==> config.mk <==
export PLATFORM = sky130hd
export DESIGN_NAME = div_rs
export DESIGN_NICKNAME = d
export VERILOG_FILES = /design/src/rtl/div_pkg.sv /design/src/rtl/div_datapath.sv /design/src/rtl/div_rs.sv
export SDC_FILE = /design/constraint.sdc
export NUM_CORES = 1
export LEC_CHECK = 0
export BUFFER_PORTS_ARGS = -buffer_cell sky130_fd_sc_hd__buf_2
export CAP_MARGIN = 25
export CORE_MARGIN = 8
export CORE_UTILIZATION = 59
export DETAILED_ROUTE_END_ITERATION = 16
export GPL_ROUTABILITY_DRIVEN = 1
export GPL_TIMING_DRIVEN = 0
export PLACE_DENSITY_LB_ADDON = 0.1
export RECOVER_POWER = 50
export SLEW_MARGIN = 20
export SYNTH_ARGS = -nofsm -noshare
export SYNTH_HDL_FRONTEND = slang
export SYNTH_SLANG_ARGS = --single-unit
==> constraint.sdc <==
create_clock -name clk -period 6.9 [get_ports clk]
set_input_delay 0.345 -clock clk [delete_from_list [all_inputs] [get_ports clk]]
set_output_delay 0.345 -clock clk [all_outputs]
set_load 0.02 [all_outputs]
==> src/rtl/div_pkg.sv <==
// Shared types and constants for the repeated-subtraction divider.
package div_pkg;

  localparam int unsigned DivWidth = 16;

  typedef enum logic [1:0] {
    StIdle = 2'd0,
    StRun  = 2'd1,
    StDone = 2'd2
  } div_state_e;

endpackage

==> src/rtl/div_datapath.sv <==
// Remainder/divisor/quotient registers with the subtractor, R>=D comparator and D==0 detector.
module div_datapath
  import div_pkg::*;
#(
  parameter int unsigned WIDTH = DivWidth
) (
  input  logic             clk_i,
  input  logic             rst_ni,
  input  logic             load_i,
  input  logic             sub_i,
  input  logic             sat_i,
  input  logic [WIDTH-1:0] dividend_i,
  input  logic [WIDTH-1:0] divisor_i,
  output logic             ge_o,
  output logic             dz_o,
  output logic [WIDTH-1:0] q_o,
  output logic [WIDTH-1:0] r_o
);

  logic [WIDTH-1:0] r_q, r_d;
  logic [WIDTH-1:0] d_q, d_d;
  logic [WIDTH-1:0] q_q, q_d;

  assign ge_o = (r_q >= d_q);
  assign dz_o = (d_q == '0);
  assign q_o  = q_q;
  assign r_o  = r_q;

  always_comb begin
    r_d = r_q;
    d_d = d_q;
    q_d = q_q;
    if (load_i) begin
      r_d = dividend_i;
      d_d = divisor_i;
      q_d = '0;
    end else if (sat_i) begin
      q_d = '1;
    end else if (sub_i) begin
      r_d = r_q - d_q;
      q_d = q_q + 1'b1;
    end
  end

  always_ff @(posedge clk_i) begin
    if (!rst_ni) begin
      r_q <= '0;
      d_q <= '0;
      q_q <= '0;
    end else begin
      r_q <= r_d;
      d_q <= d_d;
      q_q <= q_d;
    end
  end

endmodule

==> src/rtl/div_rs.sv <==
// Unsigned repeated-subtraction divider: start/done controller around div_datapath.
module div_rs
  import div_pkg::*;
#(
  parameter int unsigned WIDTH = DivWidth
) (
  input  logic             clk,
  input  logic             rst_n,
  input  logic             start,
  input  logic [WIDTH-1:0] dividend,
  input  logic [WIDTH-1:0] divisor,
  output logic             busy,
  output logic             done,
  output logic             div_by_zero,
  output logic [WIDTH-1:0] quotient,
  output logic [WIDTH-1:0] remainder
);

  div_state_e state_q, state_d;
  logic       dbz_q, dbz_d;
  logic       load, sub, sat;
  logic       ge, dz;

  div_datapath #(
    .WIDTH(WIDTH)
  ) u_datapath (
    .clk_i      (clk),
    .rst_ni     (rst_n),
    .load_i     (load),
    .sub_i      (sub),
    .sat_i      (sat),
    .dividend_i (dividend),
    .divisor_i  (divisor),
    .ge_o       (ge),
    .dz_o       (dz),
    .q_o        (quotient),
    .r_o        (remainder)
  );

  always_comb begin
    state_d = state_q;
    dbz_d   = dbz_q;
    load    = 1'b0;
    sub     = 1'b0;
    sat     = 1'b0;
    unique case (state_q)
      StIdle, StDone: begin
        if (start) begin
          load    = 1'b1;
          dbz_d   = 1'b0;
          state_d = StRun;
        end
      end
      StRun: begin
        // Zero divisor must win, otherwise R>=0 would subtract forever.
        if (dz) begin
          sat     = 1'b1;
          dbz_d   = 1'b1;
          state_d = StDone;
        end else if (ge) begin
          sub = 1'b1;
        end else begin
          state_d = StDone;
        end
      end
      default: state_d = StIdle;
    endcase
  end

  always_ff @(posedge clk) begin
    if (!rst_n) begin
      state_q <= StIdle;
      dbz_q   <= 1'b0;
    end else begin
      state_q <= state_d;
      dbz_q   <= dbz_d;
    end
  end

  assign busy        = (state_q == StRun);
  assign done        = (state_q == StDone);
  assign div_by_zero = dbz_q;

endmodule

==> results_tabular.tex <==
\begin{tabular}{lr}
\hline
Metric & Value \\
\hline
\multicolumn{2}{l}{\textbf{Hold path}} \\
Worst hold stages & 3 \\
Hold Path Origin & divisor[5] \\
Destination of the worst hold path & u\_datapath.d\_q[5] \\
Class of the tightest hold or removal check & in -> reg \\
\multicolumn{2}{l}{\textbf{Placed design}} \\
Placed wire-length estimate & 7.10 mm \\
RD Place Congestion & 0.912 \\
Count of buffers inserted at the top-level ports & 68 \\
\multicolumn{2}{l}{\textbf{Synthesis}} \\
Summed instance area of the synthesized netlist & 3190 um\^{}2 \\
Xor and xnor fraction of the mapped netlist area & 4.12\% \\
Library cells used by synthesis & 55 \\
Post-synthesis share of cell area spent on full adders, half adders and majority gates & 7.30\% \\
Most common flop cell mapped by yosys & sky130\_fd\_sc\_hd\_\_dfxtp\_1 \\
Number of synthesized register bits & 51 \\
Number of flops mapped to enable cells by yosys & 0 \\
Multiplexer share of the synthesized area & 0.942\% \\
Proportion of netlist area held by the largest area contributor & 32.0\% \\
Net count after synthesis & 467 \\
Avg Cell Area, Syn & 7.70 um\^{}2 \\
Dominant cells by area after synthesis & sky130\_fd\_sc\_hd\_\_dfxtp\_1 32\%, sky130\_fd\_sc\_hd\_\_nand2\_1 8.6\%, sky130\_fd\_sc\_hd\_\_a21oi\_1 7.5\% \\
Leading area contributor after synthesis & sky130\_fd\_sc\_hd\_\_dfxtp\_1 \\
Number of cells produced by synthesis & 414 \\
Simple-gate area share of the yosys netlist & 22.4\% \\
Sequential element share of the synthesized area & 32.0\% \\
Fraction of the mapped netlist area in compound gates & 26.1\% \\
Asr flop ratio synth & 0\% \\
Combinational family with the most area after synthesis & compound AO/OA/AOI/OAI gates \\
Yosys warnings & 0 \\
\multicolumn{2}{l}{\textbf{Worst setup path}} \\
Element type at the critical path end & flop \\
Highest fanout seen on the critical path & 10 \\
Count of cells along the worst register-to-register path & 10 \\
Kind of launch point of the worst setup path & flop \\
Buffer and inverter count on the worst path & 3 \\
Crit Reg-Reg Startpoint & u\_datapath.d\_q[9] \\
Required time worst endpoint & 7.09 ns \\
Most frequent cell on the critical path & sky130\_fd\_sc\_hd\_\_a21oi\_1 \\
Critical path depth in cells & 10 \\
Register-to-register setup slack & 4.16 ns \\
Worst path slowest cell & sky130\_fd\_sc\_hd\_\_dfxtp\_1 \\
Critical path's largest stage delay & 0.42 ns \\
Largest delay contributor family on the critical path & compound AO/OA/AOI/OAI gates \\
Critical path, cell by cell & inv\_1, ha\_1, a21oi\_1, o21ai\_0, a22oi\_1, buf\_2, a41oi\_2, buf\_6, o221ai\_1, a21oi\_1 \\
Critical R2R Capture & u\_datapath.r\_o[11] \\
Category of the critical setup timing path & reg -> reg \\
Critical path data arrival time & 2.93 ns \\
\multicolumn{2}{l}{\textbf{Global routing}} \\
GR Layer Usage met3 & 4.04\% \\
First-pass GRT wire length & 14.6 mm \\
Met2 usage & 37.7\% \\
Number of antenna violations at the first check in global routing & 0 \\
Overflow left after global routing & 0 \\
Pin count of the biggest net entering global routing & 17 \\
Met1 Track Usage GR & 31.3\% \\
Top Usage Layer GRT & met2 \\
Tot GR Track Use & 23.6\% \\
Number of global-route vias before repair & 3136 \\
\multicolumn{2}{l}{\textbf{Final layout}} \\
Growth of design area from synthesis to finish & 15.5\% \\
Most common library cell in the layout ignoring fill and taps & sky130\_fd\_sc\_hd\_\_nand2\_1 \\
Commonest cells after routing, fill and taps aside & 73 x sky130\_fd\_sc\_hd\_\_nand2\_1, 51 x sky130\_fd\_sc\_hd\_\_dfxtp\_1, 49 x sky130\_fd\_sc\_hd\_\_clkbuf\_1 \\
Final layout net count & 542 \\
Number of fill cells & 447 \\
Number of diodes added for antenna fixing & 0 \\
Fraction of final layout cells with drive strength greater than 1 & 12.0\% \\
\multicolumn{2}{l}{\textbf{Die}} \\
Die Span Y & 89.5 um \\
Standard cell core area & 5170 um\^{}2 \\
Die area & 8010 um\^{}2 \\
Initial core utilization & 61.6\% \\
Width of the die & 89.5 um \\
Cell Rows & 26 \\
Boundary pin count & 70 \\
\multicolumn{2}{l}{\textbf{STA}} \\
Setup repair after global routing missed its margin & false \\
Fin. max-slew vios & 0 \\
Final setup TNS & 0 ns \\
Final clock period utilization by the worst path & 39.7\% \\
Worst hold slack & 0.250 ns \\
Final Setup Violations & 0 \\
Relative slew slack & 57.0\% \\
Fin crit period & 2.74 ns \\
Least-Margin Pin Slew & 0.645 ns \\
Clock Skew & 0.0121 ns \\
Max Fclk & 0.365 GHz \\
Hold violation total from the final report & 0 \\
\multicolumn{2}{l}{\textbf{CTS}} \\
Maximum clock path buffer count & 2 \\
Post-CTS setup buffer count & 0 \\
Total CTS buffers & 5 \\
CTS clock-pin slew for the worst setup and hold paths & 0.10 ns \\
Count of H-tree levels built during CTS & 2 \\
Number of resized instances in the post-cts repair step & 0 \\
Skew-Pair Late Insertion Delay & 0.32 ns \\
Number of buffers inserted by hold repair at cts & 0 \\
CTS Sinks & 51 \\
CTS tree & built \\
Clock root buffer & sky130\_fd\_sc\_hd\_\_clkbuf\_8 \\
\multicolumn{2}{l}{\textbf{Power and ir drop}} \\
Proportion of power drawn by combinational gates & 61.1\% \\
Power per standard cell area & 431 nW/um\^{}2 \\
Pint & 824 uW \\
P\_sw & 764 uW \\
Part of the total power dissipated in sequential elements & 25.1\% \\
Highest ir drop seen on vdd & 0.000193 V \\
Leakage Power & 0.00147 uW \\
Clk pwr share & 13.8\% \\
Switching Fraction & 48.1\% \\
\multicolumn{2}{l}{\textbf{Detailed routing}} \\
Total Routed Length & 9.42 mm \\
Initial drt markers & 286 \\
Average routed wire per standard cell & 16.8 um \\
Vias & 3378 \\
Drt via density & 6.03 \\
DRC & 0 \\
Post-DRT Antenna Nets & 0 \\
Number of detailed-routing iterations run before antenna repair & 5 \\
\multicolumn{2}{l}{\textbf{Status}} \\
Outcome & finished clean \\
\multicolumn{2}{l}{\textbf{Flow run}} \\
Max-capacitance violation count & 0 \\
\hline
\end{tabular}
==> kinds of logic after synthesis <==
group | after synthesis
AO/OA/AOI/OAI | 124
AND/OR/NAND/NOR | 152
XOR/XNOR | 15
multiplexers | 3
buffers and inverters | 51
adder cells (fa/ha/maj) | 18
flip-flops | 51
==> Yosys cell counts (10+ instances only) <==
library cell               count
sky130_fd_sc_hd__clkbuf_1     13
sky130_fd_sc_hd__ha_1         17
sky130_fd_sc_hd__nand3_1      13
sky130_fd_sc_hd__nand2b_1     10
sky130_fd_sc_hd__nor2_1       19
sky130_fd_sc_hd__o21ai_0      13
sky130_fd_sc_hd__a311oi_1     16
sky130_fd_sc_hd__dfxtp_1      51
sky130_fd_sc_hd__nand2_1      73
sky130_fd_sc_hd__a21oi_1      48
sky130_fd_sc_hd__xnor2_1      12
sky130_fd_sc_hd__inv_1        26
==> power by group through the flow <==
| stage | sequential, uW | clock [uW] | combinational, uW |
|---|---|---|---|
| floorplan | 437 | 0 | 691 |
| global placement | 400 | 0 | 939 |
| detailed placement | 403 | 0 | 954 |
| CTS | 396 | 222 | 964 |
| global route | 406 | 231 | 1060 |
| finish | 398 | 219 | 971 |
==> worst max path at each step <==
stage	slack (ns)	to	start
finish	4.16	u_datapath.r_o[11]	u_datapath.d_q[9]
global route	4.01	u_datapath.r_o[11]	u_datapath.d_q[9]
CTS	4.21	u_datapath.r_o[11]	u_datapath.d_q[9]
detailed placement	4.24	u_datapath.r_o[11]	u_datapath.d_q[9]
global placement	4.35	u_datapath.r_o[8]	u_datapath.d_q[9]
floorplan	4.46	u_datapath.r_o[10]	u_datapath.r_o[0]
==> per-stage QoR <==
stage / instance area (um^2) / total power [uW] / instances / util, % / setup slack (ns)
2_1_floorplan: 3190 / 1130 / 414 / - / 4.46
3_3_place_gp: 3610 / 1340 / 552 / 69.9 / 4.35
3_5_place_dp: 3610 / 1360 / 552 / 69.9 / 4.24
4_1_cts: 3730 / 1580 / 560 / 72.0 / 4.21
5_1_grt: 3680 / 1700 / 560 / 71.2 / 4.01
6_report: 3680 / 1590 / 560 / 71.2 / 4.16
==> sequential cells by signal, summed over array words and instances (netlist names) <==
| register | flops |
|---|---|
| u_datapath.d_q | 16 |
| u_datapath.q_o | 16 |
| u_datapath.r_o | 16 |
| state_q | 2 |
| div_by_zero | 1 |
==> routing by layer <==
metal	up-vias	share of wire, %
met1	1551	46
met4	0	1.4
met2	179	44
met5	-	0
li1	1636	-
met3	12	8.7
==> area by class of cell <==
class                   instances  area, um^2  share of cell area, %
flip-flops and latches         51        1020                   27.7
plain buffers                  25         128                   3.47
repair buffers                 68         297                   8.05
inverters                      26        97.6                   2.65
multi-input cells             312        1940                   52.7
clock inverters                 2        38.8                   1.05
clock buffers                   6        72.6                   1.97
well taps                      70        87.6                   2.38
==> worst register-to-register path, stage by stage (launching register included) <==
cell and delay (ns):
sky130_fd_sc_hd__dfxtp_1 0.42, sky130_fd_sc_hd__inv_1 0.06, sky130_fd_sc_hd__ha_1 0.37, sky130_fd_sc_hd__a21oi_1 0.31, sky130_fd_sc_hd__o21ai_0 0.16, sky130_fd_sc_hd__a22oi_1 0.31, sky130_fd_sc_hd__buf_2 0.29, sky130_fd_sc_hd__a41oi_2 0.21
sky130_fd_sc_hd__buf_6 0.20, sky130_fd_sc_hd__o221ai_1 0.21, sky130_fd_sc_hd__a21oi_1 0.06
Power figures use the tool's default switching activity.
